$ cat src/rtl/mult_pkg.sv
// mult_pkg: definitions shared across the multiplier family.
//   - state_t : two-state sequencer encoding (ST_IDLE=1'b0, ST_RUN=1'b1)
//   - DEFAULT_WIDTH : default operand width (32) used by the multipliers
package mult_pkg;

    localparam int DEFAULT_WIDTH = 32;

    typedef enum logic {
        ST_IDLE = 1'b0,
        ST_RUN  = 1'b1
    } state_t;

endpackage

$ cat src/rtl/shift_add_multiplier_if.sv
// shift_add_multiplier_if: start/busy/done handshake and operand/result bus
// of the sequential multiplier.
//   start   : request, honoured only while busy=0
//   a, b    : multiplicand / multiplier (WIDTH bits), captured on acceptance
//   busy    : operation in progress
//   done    : one-cycle pulse, product valid
//   product : 2*WIDTH-bit result, held until the next acceptance
// Modports: master = requester (drives start/a/b), slave = multiplier.
interface shift_add_multiplier_if
    import mult_pkg::*;
#(
    parameter int WIDTH = DEFAULT_WIDTH
);
    logic                 start;
    logic [WIDTH-1:0]     a;
    logic [WIDTH-1:0]     b;
    logic                 busy;
    logic                 done;
    logic [2*WIDTH-1:0]   product;

    modport master (
        output start, a, b,
        input  busy, done, product
    );

    modport slave (
        input  start, a, b,
        output busy, done, product
    );
endinterface

$ cat src/rtl/ripple_adder.sv
// ripple_adder: combinational N-bit adder built as a chain of full-adder
// cells.
//   a_i, b_i : N-bit addends
//   sum_o    : N-bit sum
//   cout_o   : carry out of the top bit
// full_adder_cell: one-bit full adder (a_i, b_i, c_i -> s_o, c_o).

module full_adder_cell (
    input  logic a_i,
    input  logic b_i,
    input  logic c_i,
    output logic s_o,
    output logic c_o
);
    assign s_o = a_i ^ b_i ^ c_i;
    assign c_o = (a_i & b_i) | (c_i & (a_i ^ b_i));
endmodule

module ripple_adder #(
    parameter int N = 64
) (
    input  logic [N-1:0] a_i,
    input  logic [N-1:0] b_i,
    output logic [N-1:0] sum_o,
    output logic         cout_o
);
    logic [N:0] carry;

    assign carry[0] = 1'b0;

    for (genvar gi = 0; gi < N; gi++) begin : g_bit
        full_adder_cell u_fa (
            .a_i (a_i[gi]),
            .b_i (b_i[gi]),
            .c_i (carry[gi]),
            .s_o (sum_o[gi]),
            .c_o (carry[gi+1])
        );
    end

    assign cout_o = carry[N];
endmodule

$ cat src/rtl/shift_add_multiplier.sv
// shift_add_multiplier: sequential unsigned WIDTH x WIDTH -> 2*WIDTH
// multiplier, one shift-and-add step per clock.
//   clk : clock, rising edge
//   rst : synchronous, active-high reset
//   bus : shift_add_multiplier_if.slave (start, a, b in; busy, done, product out)
// Latency is WIDTH cycles from acceptance to the done pulse. The product is
// held from done until the next accepted start.
// Build option: define EARLY_TERM_EN to finish as soon as the remaining
// multiplier bits are all zero (latency max(msb_index(b)+1, 1)).
module shift_add_multiplier
    import mult_pkg::*;
#(
    parameter int WIDTH = DEFAULT_WIDTH
) (
    input  logic                    clk,
    input  logic                    rst,
    shift_add_multiplier_if.slave   bus
);
    localparam int CNT_W = $clog2(WIDTH);
    localparam int PW    = 2 * WIDTH;
    localparam logic [CNT_W-1:0] LAST_CNT = CNT_W'(WIDTH - 1);

    state_t            state_q,   state_d;
    logic [PW-1:0]     mcand_q,   mcand_d;
    logic [WIDTH-1:0]  mplier_q,  mplier_d;
    logic [PW-1:0]     product_q, product_d;
    logic [CNT_W-1:0]  counter_q, counter_d;
    logic              done_q,    done_d;

    logic [PW-1:0]     sum;
    logic              adder_cout_unused;
    logic              last_step;

    // Operands are zero-extended, so the running sum can never exceed
    // 2*WIDTH bits; the adder's carry-out is not needed.
    ripple_adder #(.N(PW)) u_adder (
        .a_i    (product_q),
        .b_i    (mcand_q),
        .sum_o  (sum),
        .cout_o (adder_cout_unused)
    );

`ifdef EARLY_TERM_EN
    // Stop once the bits still to be shifted in are all zero: no further
    // partial product can contribute.
    assign last_step = (counter_q == LAST_CNT) || (mplier_q[WIDTH-1:1] == '0);
`else
    assign last_step = (counter_q == LAST_CNT);
`endif

    always_comb begin
        state_d   = state_q;
        mcand_d   = mcand_q;
        mplier_d  = mplier_q;
        product_d = product_q;
        counter_d = counter_q;
        done_d    = 1'b0;

        case (state_q)
            ST_IDLE: begin
                if (bus.start) begin
                    state_d   = ST_RUN;
                    mcand_d   = {{WIDTH{1'b0}}, bus.a};
                    mplier_d  = bus.b;
                    product_d = '0;
                    counter_d = '0;
                end
            end
            ST_RUN: begin
                if (mplier_q[0]) begin
                    product_d = sum;
                end
                mcand_d   = mcand_q << 1;
                mplier_d  = mplier_q >> 1;
                counter_d = counter_q + CNT_W'(1);
                if (last_step) begin
                    state_d = ST_IDLE;
                    done_d  = 1'b1;
                end
            end
            default: begin
                state_d = ST_IDLE;
            end
        endcase
    end

    always_ff @(posedge clk) begin
        if (rst) begin
            state_q   <= ST_IDLE;
            mcand_q   <= '0;
            mplier_q  <= '0;
            product_q <= '0;
            counter_q <= '0;
            done_q    <= 1'b0;
        end else begin
            state_q   <= state_d;
            mcand_q   <= mcand_d;
            mplier_q  <= mplier_d;
            product_q <= product_d;
            counter_q <= counter_d;
            done_q    <= done_d;
        end
    end

    assign bus.busy    = (state_q == ST_RUN);
    assign bus.done    = done_q;
    assign bus.product = product_q;
endmodule

$ cat src/flat_wrapper.sv
// flat-port wrapper written by rule: the top's interface ports become plain ports
module shift_add_multiplier_flat import mult_pkg::*;
#(
    parameter int WIDTH = DEFAULT_WIDTH
)
  (clk, rst, bus_start, bus_a, bus_b, bus_busy, bus_done, bus_product);
  shift_add_multiplier_if #(.WIDTH(WIDTH)) bus_i ();
  input  logic clk;
  input  logic rst;
  input wire logic [$bits(bus_i.start)-1:0] bus_start;
  input wire logic [$bits(bus_i.a)-1:0] bus_a;
  input wire logic [$bits(bus_i.b)-1:0] bus_b;
  output wire logic [$bits(bus_i.busy)-1:0] bus_busy;
  output wire logic [$bits(bus_i.done)-1:0] bus_done;
  output wire logic [$bits(bus_i.product)-1:0] bus_product;
  assign bus_i.start = bus_start;
  assign bus_i.a = bus_a;
  assign bus_i.b = bus_b;
  assign bus_busy = bus_i.busy;
  assign bus_done = bus_i.done;
  assign bus_product = bus_i.product;
  shift_add_multiplier #(.WIDTH(WIDTH)) u_core (.clk(clk), .rst(rst), .bus(bus_i));
endmodule
$ cat config.mk
export PLATFORM = sky130hd
export DESIGN_NAME = shift_add_multiplier_flat
export DESIGN_NICKNAME = d
export VERILOG_FILES = /design/src/rtl/mult_pkg.sv /design/src/rtl/shift_add_multiplier_if.sv /design/src/rtl/ripple_adder.sv /design/src/rtl/shift_add_multiplier.sv /design/src/flat_wrapper.sv
export SDC_FILE = /design/constraint.sdc
export NUM_CORES = 1
export LEC_CHECK = 0
export CELL_PAD_IN_SITES_DETAIL_PLACEMENT = 0
export CELL_PAD_IN_SITES_GLOBAL_PLACEMENT = 2
export CORE_UTILIZATION = 37
export DETAILED_ROUTE_END_ITERATION = 8
export PLACE_DENSITY = 0.92
export RECOVER_POWER = 25
export SLEW_MARGIN = 20
export SYNTH_ARGS = -nofsm -noshare
export SYNTH_HDL_FRONTEND = slang
export SYNTH_SLANG_ARGS = --single-unit
$ cat constraint.sdc
create_clock -name clk -period 88.7 [get_ports clk]
set_input_delay 26.61 -clock clk [delete_from_list [all_inputs] [get_ports clk]]
set_output_delay 26.61 -clock clk [all_outputs]
set_load 0.005 [all_outputs]
**Word-level counts from Yosys, hierarchy flattened**

Cells that the tools add are included.

- Bits in registers: 167
- Bits of input ports: 67
- Output and inout bits: 66
- Logic and storage cells: 340

- $add $sub $neg: 1
- Eq/ne operators: 3
- Mux-type cells: 13
- Bitwise gates (word level): 315
- Reductions and logical operators: 2

Operators with widths:

| operator | count |
|---|---|
| $pmux 64 s2 | 2 |
| $mux 64 | 3 |
| $xor 1x1->1 | 127 |
| $and 1x1->1 | 125 |
| $pmux 32 s2 | 1 |
| $or 1x1->1 | 62 |
| $mux 32 | 1 |
| $pmux 5 s2 | 1 |
| $add 5x1->5 const B | 1 |
| $eq 5x5->1 const B | 1 |
| $mux 5 | 1 |
| $ne 2x2->1 const B | 2 |
| $mux 1 | 3 |
| $pmux 1 s2 | 1 |
| $reduce_and 2->1 | 1 |
| $reduce_or 2->1 | 1 |
| $not 1->1 | 1 |

**Logic depth before layout (Yosys ltp)**

- Depth after elaboration: 128
- Mapped depth: 69
- Mapped depth without buffers: 69

**Cells and area by module**

Synthesis repeated with hierarchy kept, for this count alone.

- Cell total of the unflattened synthesis: 661
- Area total of the unflattened synthesis: 7778.7 µm²

By module, submodules not included:

| module | instances | cells an instance | area each (µm²) | sequential area each (µm²) |
|---|---|---|---|---|
| shift_add_multiplier | 1 | 596 | 6493.7 | 3343.2 |
| full_adder_cell | 64 | 1 | 20.0 | 0.0 |
| ripple_adder | 1 | 1 | 3.8 | 0.0 |

**Worst setup path after synthesis**

No wires, ideal clock.

- Path type: register to register
- Start: reg u_core.mcand_q[0]
- End: reg u_core.product_q[63] (netlist: u_core.bus.product[63])
- Setup time: 71 ps
- Data arrival time: 28932 ps
- Required time: 88629 ps
- Slack: 59697 ps
- Cell stages (with the launch flop): 70
- Path buffers: 0
- Period minus slack after synthesis: 29003 ps
- Cells stage by stage: dfxtp_1 > ha_1 > inv_1 > fa_1 > fa_1 > fa_1 > fa_1 > fa_1 > fa_1 > fa_1 > fa_1 > fa_1 > fa_1 > fa_1 > fa_1 > fa_1 > fa_1 > fa_1 > [34 not listed] > fa_1 > fa_1 > fa_1 > fa_1 > fa_1 > fa_1 > fa_1 > fa_1 > fa_1 > fa_1 > fa_1 > inv_1 > fa_1 > inv_1 > fa_1 > xor2_1 > or3_1 > a21oi_1

- Cells in the longest elaborated chain, start to end: 128

RTL lines:

| what | line | RTL |
|---|---|---|
| start: declaration | shift_add_multiplier.sv:24 | `logic [PW-1:0] mcand_q, mcand_d;` |
| start signal: assignment | shift_add_multiplier.sv:97 | `mcand_q <= mcand_d;` |
| $and 1x1->1 (2 in a row) | ripple_adder.sv:16 | `assign c_o = (a_i & b_i) \| (c_i & (a_i ^ b_i));` |
| $or 1x1->1 | ripple_adder.sv:16 |  |
| $and 1x1->1 | ripple_adder.sv:16 |  |
| $or 1x1->1 | ripple_adder.sv:16 |  |
| $and 1x1->1 | ripple_adder.sv:16 |  |
| $or 1x1->1 | ripple_adder.sv:16 |  |
| $and 1x1->1 | ripple_adder.sv:16 |  |
| $or 1x1->1 | ripple_adder.sv:16 |  |
| [111 not listed] | -- |  |
| $or 1x1->1 | ripple_adder.sv:16 |  |
| $and 1x1->1 | ripple_adder.sv:16 |  |
| $or 1x1->1 | ripple_adder.sv:16 |  |
| $and 1x1->1 | ripple_adder.sv:16 |  |
| $or 1x1->1 | ripple_adder.sv:16 |  |
| $xor 1x1->1 | ripple_adder.sv:15 | `assign s_o = a_i ^ b_i ^ c_i;` |
| $mux 64 | shift_add_multiplier.sv:70 | `if (mplier_q[0]) begin` |
| $pmux 64 s2 | shift_add_multiplier.sv:59 | `case (state_q)` |
| end signal: assignment | shift_add_multiplier.sv:99 | `product_q <= product_d;` |
| end: declaration | shift_add_multiplier.sv:26 | `logic [PW-1:0] product_q, product_d;` |

Every way passes these cells. The select of a mux whose other input is x is not followed.
A chain may end at the register's enable or synchronous reset.

**Final worst setup path**

- Start: in rst
- End: reg u_core.mplier_q[6]

RTL lines:

| what | line | RTL |
|---|---|---|
| start: declaration | flat_wrapper.sv:9 | `input logic rst;` |
| end signal: assignment | shift_add_multiplier.sv:98 | `mplier_q <= mplier_d;` |
| end: declaration | shift_add_multiplier.sv:25 | `logic [WIDTH-1:0] mplier_q, mplier_d;` |

No word-level cell between the ends.

==> qor.txt <==
Crit Path Max Fanout -> 81
Slew Limit Headroom -> -159%
Die Y -> 156 um
Post-synth EDFFs -> 0
M1 WL -> 8450 um
DR WL/cell -> 13.7 um
Final hold vios -> 0
Unrepaired setup endpoints after global routing -> false
Final min period -> 30.44 ns
Total GRT Usage -> 15.5%
Clock Tree Buf Depth -> 2
Sequential Area -> 0.00335 mm^2
Share of cells above drive strength 1 -> 12.8%
Net Sw Frac -> 24.7%
Largest net degree at the start of global routing -> 82
TritonCTS clock tree -> yes
Critical-path cell list -> clkbuf_1 > clkbuf_1 > buf_4 > nor2_1
Synth top area share -> 38.2%
Dpl ws -> 58.79 ns
Site Rows -> 55
Combinational power share -> 9.0%
Ys async rst share -> 0%
Placeable core area -> 0.0229 mm^2
Reg2reg end -> u_core.bus.product[63]
Met2 Wirelength -> 7960 um
Worst hold stages -> 2
Worst setup path start -> rst
Drt drc -> 0
Post-synthesis sequential area ratio -> 38.2%
Final TNS setup -> 0 ns
Syn Nets -> 1049
Commonest cells after routing, fill and taps aside -> 166 x dfxtp_1, 126 x inv_1, 112 x clkdlybuf4s50_1
Reg2reg start -> u_core.bus.product[0]
First-pass GRT wire length -> 29800 um
Nets -> 1085
Fin. max-slew vios -> 116
Routed Antenna Nets -> 0
Failing checks -> capacitance limit, slew limit
Total CTS buffers -> 17
Synth top area cells -> dfxtp_1 38%, fa_1 14%, buf_4 5.9%
CTS-repair resized insts -> 0
Worst Path Arrival -> 30.72 ns
Area of the mapped netlist -> 0.00876 mm^2
Clk slew on worst S/H paths -> 0.07 ns
Yosys reg bits -> 167
Setup crit start kind -> primary input
CP Class -> primary input to register
Power Density -> 16.4 mW/mm^2
Worst hold start -> u_core.bus.product[23]
Avg Cell Area, Syn -> 9.56 um^2
Reg2Reg Setup Slack -> 58.91 ns
Vias in the first global route -> 5828
Sequential power share -> 46.7%
Internal Pwr Total -> 0.128 mW
Die area -> 0.0243 mm^2
Synth warn -> 0
Vias after detailed routing -> 5903
Worst Hold Class -> register to register
# fillers -> 2210
CTS Root Cell -> clkbuf_16
Clock Latency Late Sink -> 0.42 ns
Post-CTS Setup Bufs -> 0
Initial Util -> 38.2%
Predominant post-synthesis flop cell -> dfxtp_1
Design Power -> 0.169 mW
Sw Pwr -> 0.0418 mW
Lkg Pwr -> 3.35 nW
Most used cell, CP -> clkbuf_1
Max H-tree Level -> 4
Ports -> 133
Cell taking the most area after synthesis -> dfxtp_1
Iteration-0 DRC Markers -> 227
Req. time, crit path -> 88.98 ns
I/O Buffers -> 132
CP peak stage delay -> 2.76 ns
Antenna violations before repair -> 0
Hold EP -> u_core.bus.product[23]
Drt first pass iters -> 4
Setup Skew -> 0.0145 ns
N_diodes -> 0
Grt total ovfl -> 0
Synth-to-Final Area Change -> 18.1%
Max cap viols -> 2
Final Setup Violations -> 0
Most common cell after layout, fill and taps aside -> dfxtp_1
Clock Power Share -> 44.3%
Highest-delay cell along the critical path -> clkbuf_1
Top layer reached by signal wires -> met4
Post-Syn Instances -> 917
Avg Vias per Cell -> 4.62
Path depth of the worst reg2reg path -> 69
Worst Tran Pin Value -> 3.88 ns
Worst Setup End Kind -> register
Final wirelength -> 17500 um
Setup ws final -> 58.26 ns
# hold bufs at CTS -> 0
Max VDD drop -> 0.0104 mV
Max Fclk -> 32.9 MHz
Post-synthesis cell type count -> 37
Die width -> 156 um
Met3 WL post-DR -> 783 um
Gp weighted congestion -> 0.725
Clock sinks -> 167
Period utilization -> 34.3%
Final HPWL DP -> 11600 um
Area of the multi-input gates -> 0.00419 mm^2
Status -> finished, violations left
==> worst max-delay path, delay by kind of cell <==
family | cells | cell delay, ns
buf+inv | 3 | 3.97
simple gates | 1 | 0.11
==> final cells by class <==
cell class                      instances  share of cell area (%)
Multi-Input combinational cell        503                    40.5
Timing Repair Buffer                  138                    13.2
Clock inverter                         13                    1.40
Inverter                              126                    4.57
Tap cell                              313                    3.78
Clock buffer                           19                    4.28
Sequential cell                       167                    32.3
==> power by group through the flow <==
stage | registers, mW | clock network [mW] | logic [mW]
2_1_floorplan | 0.0799 | 0 | 0.0110
3_3_place_gp | 0.0808 | 0 | 0.0153
3_5_place_dp | 0.0809 | 0 | 0.0154
4_1_cts | 0.0791 | 0.0777 | 0.0155
5_1_grt | 0.0795 | 0.0813 | 0.0171
6_report | 0.0791 | 0.0750 | 0.0152
==> cells in the mapped netlist, types with 10 or more instances <==
| library cell | instances |
|---|---|
| nand2_1 | 62 |
| nor2b_1 | 22 |
| dfxtp_1 | 167 |
| buf_4 | 69 |
| mux2i_1 | 35 |
| fa_1 | 62 |
| a21oi_1 | 65 |
| nor2_1 | 38 |
| a22o_1 | 32 |
| inv_1 | 126 |
| mux2_2 | 32 |
| a211oi_1 | 61 |
| and2b_1 | 10 |
| buf_2 | 27 |
| or2_2 | 51 |
| clkbuf_1 | 22 |
==> sequential cells by signal (all words and copies together), names as in the netlist <==
register and flops:
u_core.bus.product 64, u_core.mcand_q 64, u_core.mplier_q 32, u_core.counter_q 5, u_core.bus.busy 1, u_core.bus.done 1
==> kinds of logic after synthesis <==
kind of cell / Yosys count / share of synthesized area, %
adders and majority gates: 65 / 14.6
DFF: 167 / 38.2
xor gates and xnor gates: 1 / 0.100
muxes: 68 / 8.37
and+or+nand+nor: 206 / 12.1
buffers and inverters: 247 / 14.1
AOI/OAI and AO/OA: 163 / 12.6
==> worst max path at each step <==
stage | depth (start not counted) | slack [ns] | endpoint
2_1_floorplan | 69 | 59.70 | u_core.bus.product[63]
3_3_place_gp | 69 | 58.94 | u_core.bus.product[63]
3_5_place_dp | 69 | 58.79 | u_core.bus.product[63]
4_1_cts | 69 | 58.63 | u_core.bus.product[63]
5_1_grt | 69 | 57.69 | u_core.bus.product[63]
6_report | 4 | 58.26 | u_core.mplier_q[6]
==> layer usage <==
layer | up-vias | GRT usage (%)
li1 | 2954 | -
met5 | - | 0
met1 | 2840 | 20.6
met4 | 0 | 5.00
met3 | 13 | 4.28
met2 | 96 | 24.3
==> through the flow <==
step	hold WS, ns	cell area (um^2)	utilization (%)	std cells
floorplan	0.446	8760	-	917
global placement	0.457	9750	42.6	1246
detailed placement	0.465	9760	42.6	1246
CTS	0.476	10300	45.1	1278
global route	0.488	10300	45.2	1279
finish	0.471	10300	45.2	1279
(Power assumes the default switching activity.)
